$ cat src/rtl/alu_issue_stage.sv
// Issue/retire stage around the ALU: decodes opcode/funct into an issue register
// that drives the ALU, and captures the ALU result into a result register.
// MUL decode (funct 0x18) is enabled by defining ALU_ISSUE_MUL_EN.
module alu_issue_stage #(
    parameter int DATA_W      = 32,
    parameter bit RESULT_HOLD = 1'b1
) (
    input  logic              clk_i,
    input  logic              rst_i,
    input  logic              valid_i,
    output logic              ready_o,
    input  logic              flush_i,
    input  logic [5:0]        opcode_i,
    input  logic [5:0]        funct_i,
    input  logic [DATA_W-1:0] rs_data_i,
    input  logic [DATA_W-1:0] rt_data_i,
    input  logic [15:0]       imm_i,
    output logic [2:0]        ALUop_o,
    output logic [DATA_W-1:0] data_1_o,
    output logic [DATA_W-1:0] data_2_o,
    input  logic [DATA_W-1:0] alu_data_i,
    input  logic              alu_zero_i,
    output logic              valid_o,
    input  logic              ready_i,
    output logic [DATA_W-1:0] result_o,
    output logic              zero_o,
    output logic              illegal_o
);

    localparam logic [2:0] OP_AND = 3'b000;
    localparam logic [2:0] OP_OR  = 3'b001;
    localparam logic [2:0] OP_ADD = 3'b010;
    localparam logic [2:0] OP_SUB = 3'b110;
`ifdef ALU_ISSUE_MUL_EN
    localparam logic [2:0] OP_MUL = 3'b011;
`endif

    logic              valid_a;
    logic              illegal_a;
    logic              b_free;
    logic              a_to_b;
    logic [2:0]        dec_op;
    logic [DATA_W-1:0] dec_d1;
    logic [DATA_W-1:0] dec_d2;
    logic              dec_illegal;
    logic [DATA_W-1:0] imm_sext;
    logic [DATA_W-1:0] imm_zext;

    assign imm_sext = {{(DATA_W-16){imm_i[15]}}, imm_i};
    assign imm_zext = {{(DATA_W-16){1'b0}}, imm_i};

    assign b_free  = !valid_o || ready_i;
    assign ready_o = !valid_a || b_free;
    assign a_to_b  = valid_a && b_free && !flush_i;

    // Undecodable instructions become ADD 0,0 so the ALU still sees a benign op.
    always_comb begin
        dec_op      = OP_ADD;
        dec_d1      = '0;
        dec_d2      = '0;
        dec_illegal = 1'b0;
        case (opcode_i)
            6'h00: begin
                case (funct_i)
                    6'h20, 6'h21: begin dec_op = OP_ADD; dec_d1 = rs_data_i; dec_d2 = rt_data_i; end
                    6'h22, 6'h23: begin dec_op = OP_SUB; dec_d1 = rs_data_i; dec_d2 = rt_data_i; end
                    6'h24:        begin dec_op = OP_AND; dec_d1 = rs_data_i; dec_d2 = rt_data_i; end
                    6'h25:        begin dec_op = OP_OR;  dec_d1 = rs_data_i; dec_d2 = rt_data_i; end
`ifdef ALU_ISSUE_MUL_EN
                    6'h18:        begin dec_op = OP_MUL; dec_d1 = rs_data_i; dec_d2 = rt_data_i; end
`endif
                    default:      dec_illegal = 1'b1;
                endcase
            end
            6'h08, 6'h09: begin dec_op = OP_ADD; dec_d1 = rs_data_i; dec_d2 = imm_sext;  end
            6'h0C:        begin dec_op = OP_AND; dec_d1 = rs_data_i; dec_d2 = imm_zext;  end
            6'h0D:        begin dec_op = OP_OR;  dec_d1 = rs_data_i; dec_d2 = imm_zext;  end
            6'h04, 6'h05: begin dec_op = OP_SUB; dec_d1 = rs_data_i; dec_d2 = rt_data_i; end
            default:      dec_illegal = 1'b1;
        endcase
    end

    // Flush only kills A; B holds an older instruction and is left to retire.
    always_ff @(posedge clk_i) begin
        if (rst_i) begin
            valid_a   <= 1'b0;
            illegal_a <= 1'b0;
            ALUop_o   <= OP_ADD;
            data_1_o  <= '0;
            data_2_o  <= '0;
            valid_o   <= 1'b0;
            result_o  <= '0;
            zero_o    <= 1'b0;
            illegal_o <= 1'b0;
        end else begin
            if (a_to_b) begin
                valid_o   <= 1'b1;
                result_o  <= alu_data_i;
                zero_o    <= alu_zero_i;
                illegal_o <= illegal_a;
            end else if (valid_o && ready_i) begin
                valid_o <= 1'b0;
                if (!RESULT_HOLD) begin
                    result_o  <= '0;
                    zero_o    <= 1'b0;
                    illegal_o <= 1'b0;
                end
            end

            if (flush_i) begin
                valid_a <= 1'b0;
            end else if (valid_i && ready_o) begin
                valid_a   <= 1'b1;
                illegal_a <= dec_illegal;
                ALUop_o   <= dec_op;
                data_1_o  <= dec_d1;
                data_2_o  <= dec_d2;
            end else if (a_to_b) begin
                valid_a <= 1'b0;
            end
        end
    end

endmodule
$ cat config.mk
export PLATFORM = sky130hd
export DESIGN_NAME = alu_issue_stage
export DESIGN_NICKNAME = d
export VERILOG_FILES = /design/src/rtl/alu_issue_stage.sv
export SDC_FILE = /design/constraint.sdc
export NUM_CORES = 1
export LEC_CHECK = 0
export BUFFER_PORTS_ARGS = -buffer_cell sky130_fd_sc_hd__buf_2
export CAP_MARGIN = 10
export CORE_UTILIZATION = 35
export CTS_CLUSTER_SIZE = 28
export DETAILED_ROUTE_END_ITERATION = 6
export PLACE_DENSITY = 0.78
export SYNTH_ARGS = -nofsm -noshare
export SYNTH_HDL_FRONTEND = slang
export SYNTH_SLANG_ARGS = --single-unit
export TNS_END_PERCENT = 1
$ cat constraint.sdc
create_clock -name clk_i -period 2.4 [get_ports clk_i]
set_input_delay 0.72 -clock clk_i [delete_from_list [all_inputs] [get_ports clk_i]]
set_output_delay 0.72 -clock clk_i [all_outputs]
set_load 0.005 [all_outputs]
## Yosys cells after proc, flatten, opt, wreduce, memory -nomap -nowiden

Index checks and enable logic that the tools add are counted.

| operators by class | value |
|---|---|
| equality and inequality tests | 12 |
| mux-type cells | 12 |
| bitwise gates (word level) | 1 |
| reductions and logical operators | 20 |

Operators with widths:

| cell | number |
|---|---|
| $pmux 32 s4 | 1 |
| $mux 32 | 2 |
| $pmux 32 s2 | 1 |
| $eq 6x6->1 const B | 6 |
| $eq 6x4->1 const B | 4 |
| $eq 6x3->1 const B | 2 |
| $pmux 3 s4 | 1 |
| $reduce_or 6->1 | 2 |
| $reduce_or 2->1 | 5 |
| $pmux 3 s3 | 1 |
| $logic_not 6->1 | 1 |
| $mux 1 | 5 |
| $logic_and 1x1->1 | 4 |
| $reduce_bool 2->1 | 2 |
| $logic_not 1->1 | 3 |
| $logic_or 1x1->1 | 2 |
| $pmux 1 s2 | 1 |
| $reduce_and 2->1 | 1 |
| $not 1->1 | 1 |

| storage, ports and cells | value |
|---|---|
| flip-flop bits (word level) | 104 |
| input bits | 130 |
| output and inout bits | 103 |

## Longest topological paths before layout

| depth | value |
|---|---|
| depth after elaboration | 6 |
| mapped depth | 7 |
| gate-level depth less buffers | 4 |

## Least setup slack after synthesis

No wires, ideal clock.

| timing | value |
|---|---|
| path kind | input-to-reg |
| start | input ready_i |
| end | register data_2_o[10] |
| setup time | 0.068 ns |
| arrival | 1.899 ns |
| setup slack | 0.433 ns |
| cell stages on the path | 7 |
| buffers on the path | 3 |
| cells stage by stage | nand3b_1 and2_0 buf_2 nor2_1 buf_4 buf_2 o2bb2ai_2 |

| on the way | value |
|---|---|
| cells in the longest elaborated chain, start to end | 4 |

RTL lines:

| what | line | source |
|---|---|---|
| start, declared | 24 | `input logic ready_i,` |
| $logic_or 1x1->1 | 52 | `assign b_free = !valid_o \|\| ready_i;` |
| $logic_or 1x1->1 | 53 | `assign ready_o = !valid_a \|\| b_free;` |
| $logic_and 1x1->1 | 112 | `end else if (valid_i && ready_o) begin` |
| $reduce_and 2->1 (no line) | -- |  |
| end signal, assigned | 90 | `data_2_o <= '0;` |
| end signal, assigned | 117 | `data_2_o <= dec_d2;` |
| end, declared | 20 | `output logic [DATA_W-1:0] data_2_o,` |

Every way passes these cells.
A chain may end at the register's enable or synchronous reset.

## Worst setup path in the final report

| timing | value |
|---|---|
| start | input ready_i |
| end | output ready_o |

| on the way | value |
|---|---|
| cells in the longest elaborated chain, start to end | 2 |

RTL lines:

| what | line | source |
|---|---|---|
| $logic_or 1x1->1 | 52 |  |
| $logic_or 1x1->1 | 53 |  |
| end, declared | 11 | `output logic ready_o,` |

Every way passes these cells.

==> run metrics <==
IO Pins 233; Power Dens Cells 573.6 nW/um2; Crit path arrival time 1320 ps; Max IR drop VDD 0.3229 mV; R2R Path End data_2_o[27]; final WL 10700 um; Via-to-Cell Ratio 5.042; Horiz. Die Dim 106.7 um; crit share post-route 85.09%; Post-synth EDFFs 0; syn nets 501; wire per inst 14.54 um; clock root buffer master clkbuf_8; Avg Cell Area, Syn 10.34 um2; CTS Hold Buffers Added 0; Worst Path Required 1680 ps; Reg clk slew, reported paths 90 ps; Hold Crit Start result_o[26]; area share of the largest cell type after synthesis 54.25%; CTS buffer count 9; Sequential Power Share 57.8%; worst slew pin tran 950.9 ps; H-tree levels 3; Seq/Total Area, Yosys 54.25%; Finished Layout Cells 736; Critical path destination ready_o; placed cell count 719; # rows 37; FMAX 489.6 MHz; Post-CTS Setup Bufs 0; Max-Cap Viols 0; cell-internal power 0.002280 W; Vias 3711; Synth Instances 371; crit path kind primary input to output port; critical path startpoint ready_i; post-DP HPWL 8066 um; Slew Limit Headroom 36.48%; RSZ-0062 raised after global routing false; Gate power share 9.5%; total track usage 18.59%; routed wl met2 5294 um; final hold vios 0; worst hold path type flip-flop to flip-flop; startpoint types primary input; max layer used met4; Post-synth ARST share 0%; synth cell count leaders dfxtp_1, nand2_1, a21oi_1; Synth-to-Final Area Change 38.38%; DRT antenna net count 0; core area 10460 um2; Leak 2.524 nW; Initial DRC Count 145; initial antenna violation count 1; switching portion of total power 25.14%; worst-case reg-to-reg path depth 4; clock network power share 32.7%; die area 11390 um2; RePlAce Congestion 0.8631; largest net degree at the start of global routing 61; Slew Viols, Final 0; Placed Area 5131 um2; mapped cell area 3837 um2; crit end category output port; setup TNS 0 ps; # DRC 0; Yosys Warn Count 0; CTS tree yes; count leader, synth dfxtp_1; clock insertion delay at the later pin of the skew report 360 ps; critical path fanouts, max 4; Gates resized, CTS repair 0; CTS sink cnt 104; NetSw 0.0007658 W; DRT Pass-1 Iters 4; layout cells sized above 1 46.74%; r2r setup slk 810 ps; Layout Cell Area excl Fill 5310 um2; global route overflow 0; Setup violations, final 0; met3 WL 827 um; Clock Tree Buf Depth 2; Synth area leaders dfxtp_1, a22o_1, nand2_1, a21oi_1, a221o_1; status finished, final reports clean; post-layout min period 2042 ps; synthesis-stage register bit count 104; post-synth top area cell dfxtp_1; Die H 106.7 um; Netlist cell types 35; M1 wire length 4389 um; vias in the first global route 3682; port bufs 232; Clock Skew 8.717 ps; RR Startpoint valid_o; most used flip-flop cell after synthesis dfxtp_1; starting density of the core 36.68%; first-pass GRT wire length 16920 um; nets@finish 724
## routing by layer
| layer | global-route usage (%) | vias to the layer above |
|---|---|---|
| met5 | 0 | - |
| met1 | 20.51 | 1719 |
| li1 | - | 1811 |
| met4 | 6.556 | 0 |
| met3 | 6.383 | 15 |
| met2 | 33.00 | 166 |
## layout by cell type (no fill, tap or decap), drive strengths merged, types with 2 or more instances in the layout
master,count
buf,243
dfxtp,104
nand2,70
a21oi,52
a22o,47
a221o,17
o2bb2ai,16
clkbuf,9
inv,6
nor2,4
nand2b,3
nor2b,3
nor3,3
a211oi,2
clkinv,2
nor4,2
nor4b,2
nor3b,2
a21o,2
## power by group through the flow
stage	logic, W	clock network [W]	registers, W
2_1_floorplan	0.000124	0	0.00180
3_3_place_gp	0.000283	0	0.00180
3_5_place_dp	0.000290	0	0.00180
4_1_cts	0.000291	0.00104	0.00176
5_1_grt	0.000319	0.00111	0.00176
6_report	0.000289	0.000997	0.00176
## cell type report
class / instances / area [um2]
Inverter: 2 / 7.507
Sequential cell: 104 / 2082
Timing Repair Buffer: 243 / 1269
Fill cell: 961 / 5152
Clock buffer: 9 / 123.9
Tap cell: 136 / 170.2
Multi-Input combinational cell: 234 / 1603
Antenna cell: 1 / 2.502
Clock inverter: 7 / 52.55
## state kept, by name (all words and copies together) (netlist names), 3 cells and up
name,cells
data_2_o,32
ALUop_o,3
data_1_o,32
result_o,32
## worst max-delay path: stages
cell and delay [ps]:
buf_2 100, nand3b_1 280, buf_2 220
## how the worst min path moves through the flow
| stage | to | slack [ps] | cells past startpoint |
|---|---|---|---|
| after floorplan | illegal_o | 430 | 2 |
| after global placement | ALUop_o[2] | 440 | 1 |
| after detailed placement | ALUop_o[2] | 440 | 1 |
| after CTS | result_o[26] | 460 | 2 |
| after global routing | result_o[3] | 480 | 2 |
| final | result_o[26] | 460 | 2 |
## per-stage QoR
stage          hold WS (ps)  setup WS (ps)  util [%]  power, W
6_report              456.6          357.7     50.75  0.003046
5_1_grt               476.0          301.2     50.75  0.003188
4_1_cts               458.0          349.0     50.73  0.003088
3_5_place_dp          441.6          84.35     49.04  0.002089
3_3_place_gp          436.4          128.1     49.04  0.002081
2_1_floorplan         432.2          433.2         -  0.001924
## cell families (layout without fill, tap and decap cells)
kind of cell | after synthesis | count (layout) | synth area share, %
DFF | 104 | 104 | 54.26
and+or+nand+nor | 94 | 94 | 12.55
other | 0 | 1 | 0
AOI/OAI and AO/OA | 140 | 140 | 28.89
buffers and inverters | 33 | 261 | 4.304
(Power assumes the default switching activity.)
